**src/rtl/calc_pkg.sv**
```systemverilog
// Shared calculator types: key codes, keypad scan classes, scanner FSM states
// and small helpers for decoding active-low column returns.
package calc_pkg;

  typedef logic [3:0] key_code_t;

  // Result of one full keypad scan (all four rows).
  typedef enum logic [1:0] {
    SCAN_NONE   = 2'd0,
    SCAN_SINGLE = 2'd1,
    SCAN_MULTI  = 2'd2
  } scan_class_e;

  // Keypad scanner debounce FSM.
  typedef enum logic [1:0] {
    ST_IDLE        = 2'd0,
    ST_DEB_PRESS   = 2'd1,
    ST_PRESSED     = 2'd2,
    ST_DEB_RELEASE = 2'd3
  } kp_state_e;

  // Key layout: code = row*4 + col.
  localparam key_code_t KEY_0 = 4'h0;
  localparam key_code_t KEY_1 = 4'h1;
  localparam key_code_t KEY_2 = 4'h2;
  localparam key_code_t KEY_3 = 4'h3;
  localparam key_code_t KEY_4 = 4'h4;
  localparam key_code_t KEY_5 = 4'h5;
  localparam key_code_t KEY_6 = 4'h6;
  localparam key_code_t KEY_7 = 4'h7;
  localparam key_code_t KEY_8 = 4'h8;
  localparam key_code_t KEY_9 = 4'h9;
  localparam key_code_t KEY_A = 4'hA;
  localparam key_code_t KEY_B = 4'hB;
  localparam key_code_t KEY_C = 4'hC;
  localparam key_code_t KEY_D = 4'hD;
  localparam key_code_t KEY_E = 4'hE;
  localparam key_code_t KEY_F = 4'hF;

  // Number of low (pressed) bits in an active-low column vector.
  function automatic logic [2:0] count_low(input logic [3:0] cols);
    logic [2:0] n;
    n = 3'd0;
    for (int i = 0; i < 4; i++) begin
      n = n + {2'b00, ~cols[i]};
    end
    return n;
  endfunction

  // Index of the lowest-numbered low column (meaningful when exactly one is low).
  function automatic logic [1:0] low_index(input logic [3:0] cols);
    logic [1:0] idx;
    idx = 2'd0;
    for (int i = 3; i >= 0; i--) begin
      if (!cols[i]) idx = 2'(i);
    end
    return idx;
  endfunction

endpackage

```
**src/rtl/sync_2ff.sv**
```systemverilog
// Two-flop synchronizer for asynchronous inputs, parameterized width and
// reset value so it can also front any asynchronous push button.
module sync_2ff #(
  parameter int               WIDTH     = 1,
  parameter logic [WIDTH-1:0] RESET_VAL = '0
) (
  input  logic             clk,
  input  logic             rst_n,
  input  logic [WIDTH-1:0] d,
  output logic [WIDTH-1:0] q
);

  logic [WIDTH-1:0] meta_q;
  logic [WIDTH-1:0] sync_q;

  // Two back-to-back flops; the first may go metastable, the second resolves it.
  always_ff @(posedge clk or negedge rst_n) begin
    if (!rst_n) begin
      meta_q <= RESET_VAL;
      sync_q <= RESET_VAL;
    end else begin
      meta_q <= d;
      sync_q <= meta_q;
    end
  end

  assign q = sync_q;

endmodule

```
**src/rtl/keypad_scanner.sv**
```systemverilog
// 4x4 active-low matrix keypad scanner: drives one row at a time, samples the
// synchronized columns at the end of each row period, classifies each full
// scan and debounces presses/releases over DEBOUNCE_SCANS identical scans.
module keypad_scanner
  import calc_pkg::*;
#(
  parameter int SCAN_DIV       = 1000,  // cycles per row, >= 4
  parameter int DEBOUNCE_SCANS = 8      // identical scans to accept, >= 2
) (
  input  logic      clk,
  input  logic      rst_n,
  output logic [3:0] row_drive,
  input  logic [3:0] col_sense,
  output key_code_t  key_code,
  output logic       key_valid,
  output logic       key_held
);

  localparam int TW = $clog2(SCAN_DIV);
  localparam int CW = $clog2(DEBOUNCE_SCANS + 1);

  // Synchronized column returns; idle (no key) is all ones.
  logic [3:0] cols_sync;

  sync_2ff #(
    .WIDTH    (4),
    .RESET_VAL(4'b1111)
  ) u_col_sync (
    .clk  (clk),
    .rst_n(rst_n),
    .d    (col_sense),
    .q    (cols_sync)
  );

  // Scan datapath state.
  logic [TW-1:0] timer_q, timer_d;
  logic [1:0]    row_q, row_d;
  logic [1:0]    acc_cnt_q, acc_cnt_d;    // lows seen this scan, saturates at 2
  key_code_t     acc_code_q, acc_code_d;  // code of the first low seen

  logic          row_end;
  logic          scan_end;
  logic [2:0]    low_n;
  key_code_t     row_code;
  logic [1:0]    merged_cnt;
  key_code_t     merged_code;
  scan_class_e   scan_cls;

  // Row timing and per-scan accumulation of the sampled columns.
  always_comb begin
    row_end     = (timer_q == TW'(SCAN_DIV - 1));
    scan_end    = row_end && (row_q == 2'd3);
    low_n       = count_low(cols_sync);
    row_code    = {row_q, low_index(cols_sync)};
    merged_cnt  = acc_cnt_q;
    merged_code = acc_code_q;
    if (row_end) begin
      if (low_n == 3'd1) begin
        if (acc_cnt_q == 2'd0) begin
          merged_cnt  = 2'd1;
          merged_code = row_code;
        end else begin
          merged_cnt = 2'd2;
        end
      end else if (low_n > 3'd1) begin
        merged_cnt = 2'd2;
      end
    end
    // Classification includes the row-3 sample taken on this same cycle.
    if (merged_cnt == 2'd0)      scan_cls = SCAN_NONE;
    else if (merged_cnt == 2'd1) scan_cls = SCAN_SINGLE;
    else                         scan_cls = SCAN_MULTI;

    timer_d    = row_end ? '0 : timer_q + TW'(1);
    row_d      = row_end ? row_q + 2'd1 : row_q;
    acc_cnt_d  = scan_end ? 2'd0 : merged_cnt;
    acc_code_d = scan_end ? KEY_0 : merged_code;
  end

  // Scan datapath registers.
  always_ff @(posedge clk or negedge rst_n) begin
    if (!rst_n) begin
      timer_q    <= '0;
      row_q      <= 2'd0;
      acc_cnt_q  <= 2'd0;
      acc_code_q <= KEY_0;
    end else begin
      timer_q    <= timer_d;
      row_q      <= row_d;
      acc_cnt_q  <= acc_cnt_d;
      acc_code_q <= acc_code_d;
    end
  end

  // Row select changes only when row_q steps, one bit low at a time.
  assign row_drive = ~(4'b0001 << row_q);

  // Debounce FSM state and registered outputs.
  kp_state_e     state_q, state_d;
  key_code_t     cand_q, cand_d;
  logic [CW-1:0] cnt_q, cnt_d;
  logic [CW-1:0] cnt_inc;
  key_code_t     key_code_q, key_code_d;
  logic          key_valid_q, key_valid_d;
  logic          key_held_q, key_held_d;

  // Next-state logic; the FSM only moves on the edge that ends a scan.
  always_comb begin
    state_d     = state_q;
    cand_d      = cand_q;
    cnt_d       = cnt_q;
    key_code_d  = key_code_q;
    key_valid_d = 1'b0;
    key_held_d  = key_held_q;
    cnt_inc     = cnt_q + CW'(1);
    if (scan_end) begin
      unique case (state_q)
        ST_IDLE: begin
          if (scan_cls == SCAN_SINGLE) begin
            state_d = ST_DEB_PRESS;
            cand_d  = merged_code;
            cnt_d   = CW'(1);
          end
        end
        ST_DEB_PRESS: begin
          if (scan_cls == SCAN_SINGLE && merged_code == cand_q) begin
            cnt_d = cnt_inc;
            if (cnt_inc == CW'(DEBOUNCE_SCANS)) begin
              state_d     = ST_PRESSED;
              key_code_d  = cand_q;
              key_valid_d = 1'b1;
              key_held_d  = 1'b1;
            end
          end else if (scan_cls == SCAN_SINGLE) begin
            cand_d = merged_code;
            cnt_d  = CW'(1);
          end else begin
            state_d = ST_IDLE;
            cnt_d   = '0;
          end
        end
        ST_PRESSED: begin
          // Extra or changed keys while held never re-trigger.
          if (scan_cls == SCAN_NONE) begin
            state_d = ST_DEB_RELEASE;
            cnt_d   = CW'(1);
          end
        end
        ST_DEB_RELEASE: begin
          if (scan_cls == SCAN_NONE) begin
            cnt_d = cnt_inc;
            if (cnt_inc == CW'(DEBOUNCE_SCANS)) begin
              state_d    = ST_IDLE;
              cnt_d      = '0;
              key_held_d = 1'b0;
            end
          end else begin
            state_d = ST_PRESSED;
            cnt_d   = '0;
          end
        end
        default: begin
          state_d = ST_IDLE;
          cnt_d   = '0;
        end
      endcase
    end
  end

  // FSM registers.
  always_ff @(posedge clk or negedge rst_n) begin
    if (!rst_n) begin
      state_q     <= ST_IDLE;
      cand_q      <= KEY_0;
      cnt_q       <= '0;
      key_code_q  <= KEY_0;
      key_valid_q <= 1'b0;
      key_held_q  <= 1'b0;
    end else begin
      state_q     <= state_d;
      cand_q      <= cand_d;
      cnt_q       <= cnt_d;
      key_code_q  <= key_code_d;
      key_valid_q <= key_valid_d;
      key_held_q  <= key_held_d;
    end
  end

  assign key_code  = key_code_q;
  assign key_valid = key_valid_q;
  assign key_held  = key_held_q;

endmodule

```
**config.mk**
```make
export PLATFORM = sky130hd
export DESIGN_NAME = keypad_scanner
export DESIGN_NICKNAME = d
export VERILOG_FILES = /design/src/rtl/calc_pkg.sv /design/src/rtl/sync_2ff.sv /design/src/rtl/keypad_scanner.sv
export SDC_FILE = /design/constraint.sdc
export NUM_CORES = 1
export LEC_CHECK = 0
export ABC_AREA = 1
export BUFFER_PORTS_ARGS = -buffer_cell sky130_fd_sc_hd__buf_2
export CELL_PAD_IN_SITES_DETAIL_PLACEMENT = 2
export CELL_PAD_IN_SITES_GLOBAL_PLACEMENT = 2
export CORE_MARGIN = 3
export CORE_UTILIZATION = 33
export CTS_CLUSTER_DIAMETER = 150
export DETAILED_ROUTE_END_ITERATION = 7
export GPL_ROUTABILITY_DRIVEN = 0
export PLACE_DENSITY_LB_ADDON = 0.15
export SLEW_MARGIN = 20
export SYNTH_ARGS = -nofsm -noshare
export SYNTH_HDL_FRONTEND = slang
export SYNTH_HIERARCHICAL = 1
export SYNTH_SLANG_ARGS = --single-unit
export TNS_END_PERCENT = 50
```
**constraint.sdc**
```tcl
create_clock -name clk -period 2.7 [get_ports clk]
set_clock_uncertainty 0.1 [all_clocks]
set_input_delay 0.675 -clock clk [delete_from_list [all_inputs] [get_ports clk]]
set_output_delay 0.675 -clock clk [all_outputs]
set_load 0.05 [all_outputs]
```
==> flow_summary.toml <==
[setup_path]
critPathTopFamily = "simple AND/OR/NAND/NOR gates"
critPathRequiredTime_ns = 2.79
cp-end-kind = "flip-flop"
critical_path_class = "flip-flop to flip-flop"
path_cells = "fa_1, inv_2, ha_4, inv_2, ha_4, nor2_4, nand2_2, nor2_4, nand3_4, nand2_4, nand2_2, nand2_2, nand2_2, nor2_4, buf_4, nand4_4, nand2_2, o21ai_1"
cp-start-kind = "flip-flop"
cpMaxStageDelayCell = "dfstp_2"
cp_num_buf_inv = 3
arrival_ns = 3.38
path_max_fanout = 6
cpMostUsedCell = "nand2_2"
cpPeakStageDelay_ns = 0.55

[placed_design]
hpwl_um = 4240
post-place-ws_ns = -0.538
placedCellCount = 376
port_buffers = 15
post_dp_cell_area_um2 = 2590

[clock_network]
clk_pin_slew_worst_paths_ns = 0.09
cts_hold_buf = 0
htree_levels = 2
clock_sinks = 42
cts_buffer_depth = 2
tritoncts = "built"
clock_latency_ns = 0.30
cts_made_buffers = 5
cts_root_buf = "clkbuf_8"

[yosys]
synth_warnings = 6
synth.top_cell.area_share = 0.371
syn-num-nets = 285
async_flop_share = 1.00
syn_area_um2 = 2290
synth_top_area_cell = "dfrtp_1"
synth_edf_count = 0
synth_cells = 268
ys_dominant_reg_cell = "dfrtp_1"
synth-seq-cells = 42
ys_types = 30
syn-mean-instance-area_um2 = 8.55
seq_area_frac_synth = 0.463
synth.area.top_cells = "dfrtp_1 (37%), nand2_1 (10%), dfstp_2 (9.2%)"

[floorplan]
start_util = 0.351
coreArea_um2 = 6530
placementRows = 29
num_io_pins = 16
die_w_um = 89.3
die_y_um = 89.3
die_area_um2 = 7980

[timing]
tightestPinTransition_ns = 0.544
rsz0062_at_grt = "yes"
setup_viol = 16
timing.slew.headroom = 0.637
worst_slack_ns = -0.585
finalCriticalPeriod_ns = 3.28
hold_viol = 0
finalMaxSlewViolations = 0
max_freq_mhz = 304
fin_hold_ws_ns = 0.259
fin_crit_sh = 1.22

[outcome]
violations = "negative setup slack"
status = "finished, violations left"

[grt]
grt_max_degree = 43
grt_overflow_total = 0
grt_pass1_wl_um = 10300
grt_pass1_vias = 2084
gr-usage-all-layers = 0.170
antenna_found_initial = 0

[worst_hold_path]
worstHoldPathType = "flip-flop to flip-flop"

[drt]
vias = 1949
ant_nets = 0
avgRoutedWirePerCell_um = 17.1
drt_pass1_iterations = 4
wl_um = 6820
drt_iter0_drc = 24
drc_errors = 0
via_per_inst = 4.88

[pwr]
vdd_drop_max_v = 0.000213
p_leak_nw = 1.67
powerDensity_nw_per_um2 = 406

[finish]
stdcell_count = 399
nets = 338
final_cell_mix = "inv_1 (42), nand2_1 (41), dfrtp_1 (34)"
diodes = 0
design_area_um2 = 3050
fillers = 712
final_common_cell = "inv_1"
syn2layout_area_growth_pct = 33.0
drive_gt1_frac = 0.398

[run]
drv_cap = 0
[final timing paths]
| path | startpoint | endpoint | slack, ns | cells after the start |
|---|---|---|---|---|
| min in group asynchronous | rst_n | acc_code_q[1]$_DFF_PN0_ | 0.34 | 2 |
| worst min-delay path | u_col_sync/meta_q[3]$_DFF_PN1_ | u_col_sync/q[3]$_DFF_PN1_ | 0.26 | 0 |
| worst min register to register | u_col_sync/meta_q[3]$_DFF_PN1_ | u_col_sync/q[3]$_DFF_PN1_ | 0.26 | 0 |
| worst max register to register | u_col_sync/q[1]$_DFF_PN1_ | key_code[2]$_DFFE_PN0P_ | -0.58 | 18 |
| max in group asynchronous | rst_n | u_col_sync/meta_q[3]$_DFF_PN1_ | 1.78 | 2 |
| worst max-delay path | u_col_sync/q[1]$_DFF_PN1_ | key_code[2]$_DFFE_PN0P_ | -0.58 | 18 |
[worst reg2reg max path: stages (launching register included)]
cell and delay [ns]:
dfstp_2 0.55, fa_1 0.43, inv_2 0.09, ha_4 0.14, inv_2 0.04, ha_4 0.21, nor2_4 0.10, nand2_2 0.07
nor2_4 0.15, nand3_4 0.22, nand2_4 0.15, nand2_2 0.08, nand2_2 0.07, nand2_2 0.07, nor2_4 0.22, buf_4 0.17
nand4_4 0.14, nand2_2 0.12, o21ai_1 0.07
[registers in the layout, indices dropped and copies added (netlist names)]
| name | flops |
|---|---|
| timer_q | 10 |
| acc_code_q | 4 |
| cand_q | 4 |
| cnt_q | 4 |
| key_code | 4 |
| u_col_sync/meta_q | 4 |
| u_col_sync/q | 4 |
| acc_cnt_q | 2 |
| row_q | 2 |
| state_q | 2 |
| key_held | 1 |
| key_valid | 1 |
[what timing repair did]
| action | CTS | global route |
|---|---|---|
| setup endpoints to repair | 16 | 20 |
| resized for setup | 28 | 27 |
| buffers inserted | 6 | 8 |
| cloned | 0 | 1 |
| pin swaps | 21 | 17 |
[Yosys cell counts, types with 2 or more instances]
library cell	instances
o21ai_1	4
nor2_1	26
inv_1	44
a21oi_1	6
nand2_2	10
nand4_1	7
nor2_4	2
xnor2_1	2
xor2_1	3
nor2_2	4
nand3_1	19
nand2_4	5
nor2_8	2
nand2_1	62
dfrtp_1	34
o21ai_0	2
nor3_1	5
inv_2	2
nand3_4	2
dfstp_2	8
ha_1	10
[power breakdown]
part	internal (mW)	switching [mW]	leakage (nW)
combinational	0.0361	0.0439	1.07
sequential	0.639	0.00340	0.545
clock	0.277	0.237	0.0524
total	0.953	0.284	1.67
[final cells by class]
type                            count  area (um2)  area share
Tap cell                           77        96.3      0.0316
Clock inverter                      1        30.0     0.00986
Multi-Input combinational cell    179        1270       0.417
Clock buffer                        7        76.3      0.0251
Timing Repair Buffer               47         339       0.111
Sequential cell                    42        1060       0.348
Inverter                           46         173      0.0567
[stage by stage]
stage / power, mW / TNS [ns] / util
2_1_floorplan: 0.677 / -1.70 / -
3_3_place_gp: 0.706 / -5.40 / 0.397
3_5_place_dp: 0.711 / -7.58 / 0.397
4_1_cts: 1.23 / -7.18 / 0.439
5_1_grt: 1.29 / -10.79 / 0.466
6_report: 1.24 / -8.25 / 0.466
[routing by layer]
metal / track usage / vias to the layer above / part of all wire
li1: - / 945 / -
met2: 0.314 / 12 / 0.55
met4: 0.0487 / 0 / 0.012
met1: 0.204 / 985 / 0.42
met3: 0.0221 / 7 / 0.015
met5: 0 / - / 0
[logic make-up (layout without fill, tap and decap cells)]
logic type                 Yosys count  after routing  share of synthesized area
adders and majority gates           11             11                     0.0634
AOI/OAI and AO/OA                   14             14                     0.0333
and+or+nand+nor                    148            149                      0.342
xor gates and xnor gates             5              5                     0.0191
DFF                                 42             42                      0.463
buffers and inverters               48            101                     0.0792
No activity file was read; power rests on OpenSTA's default activity.
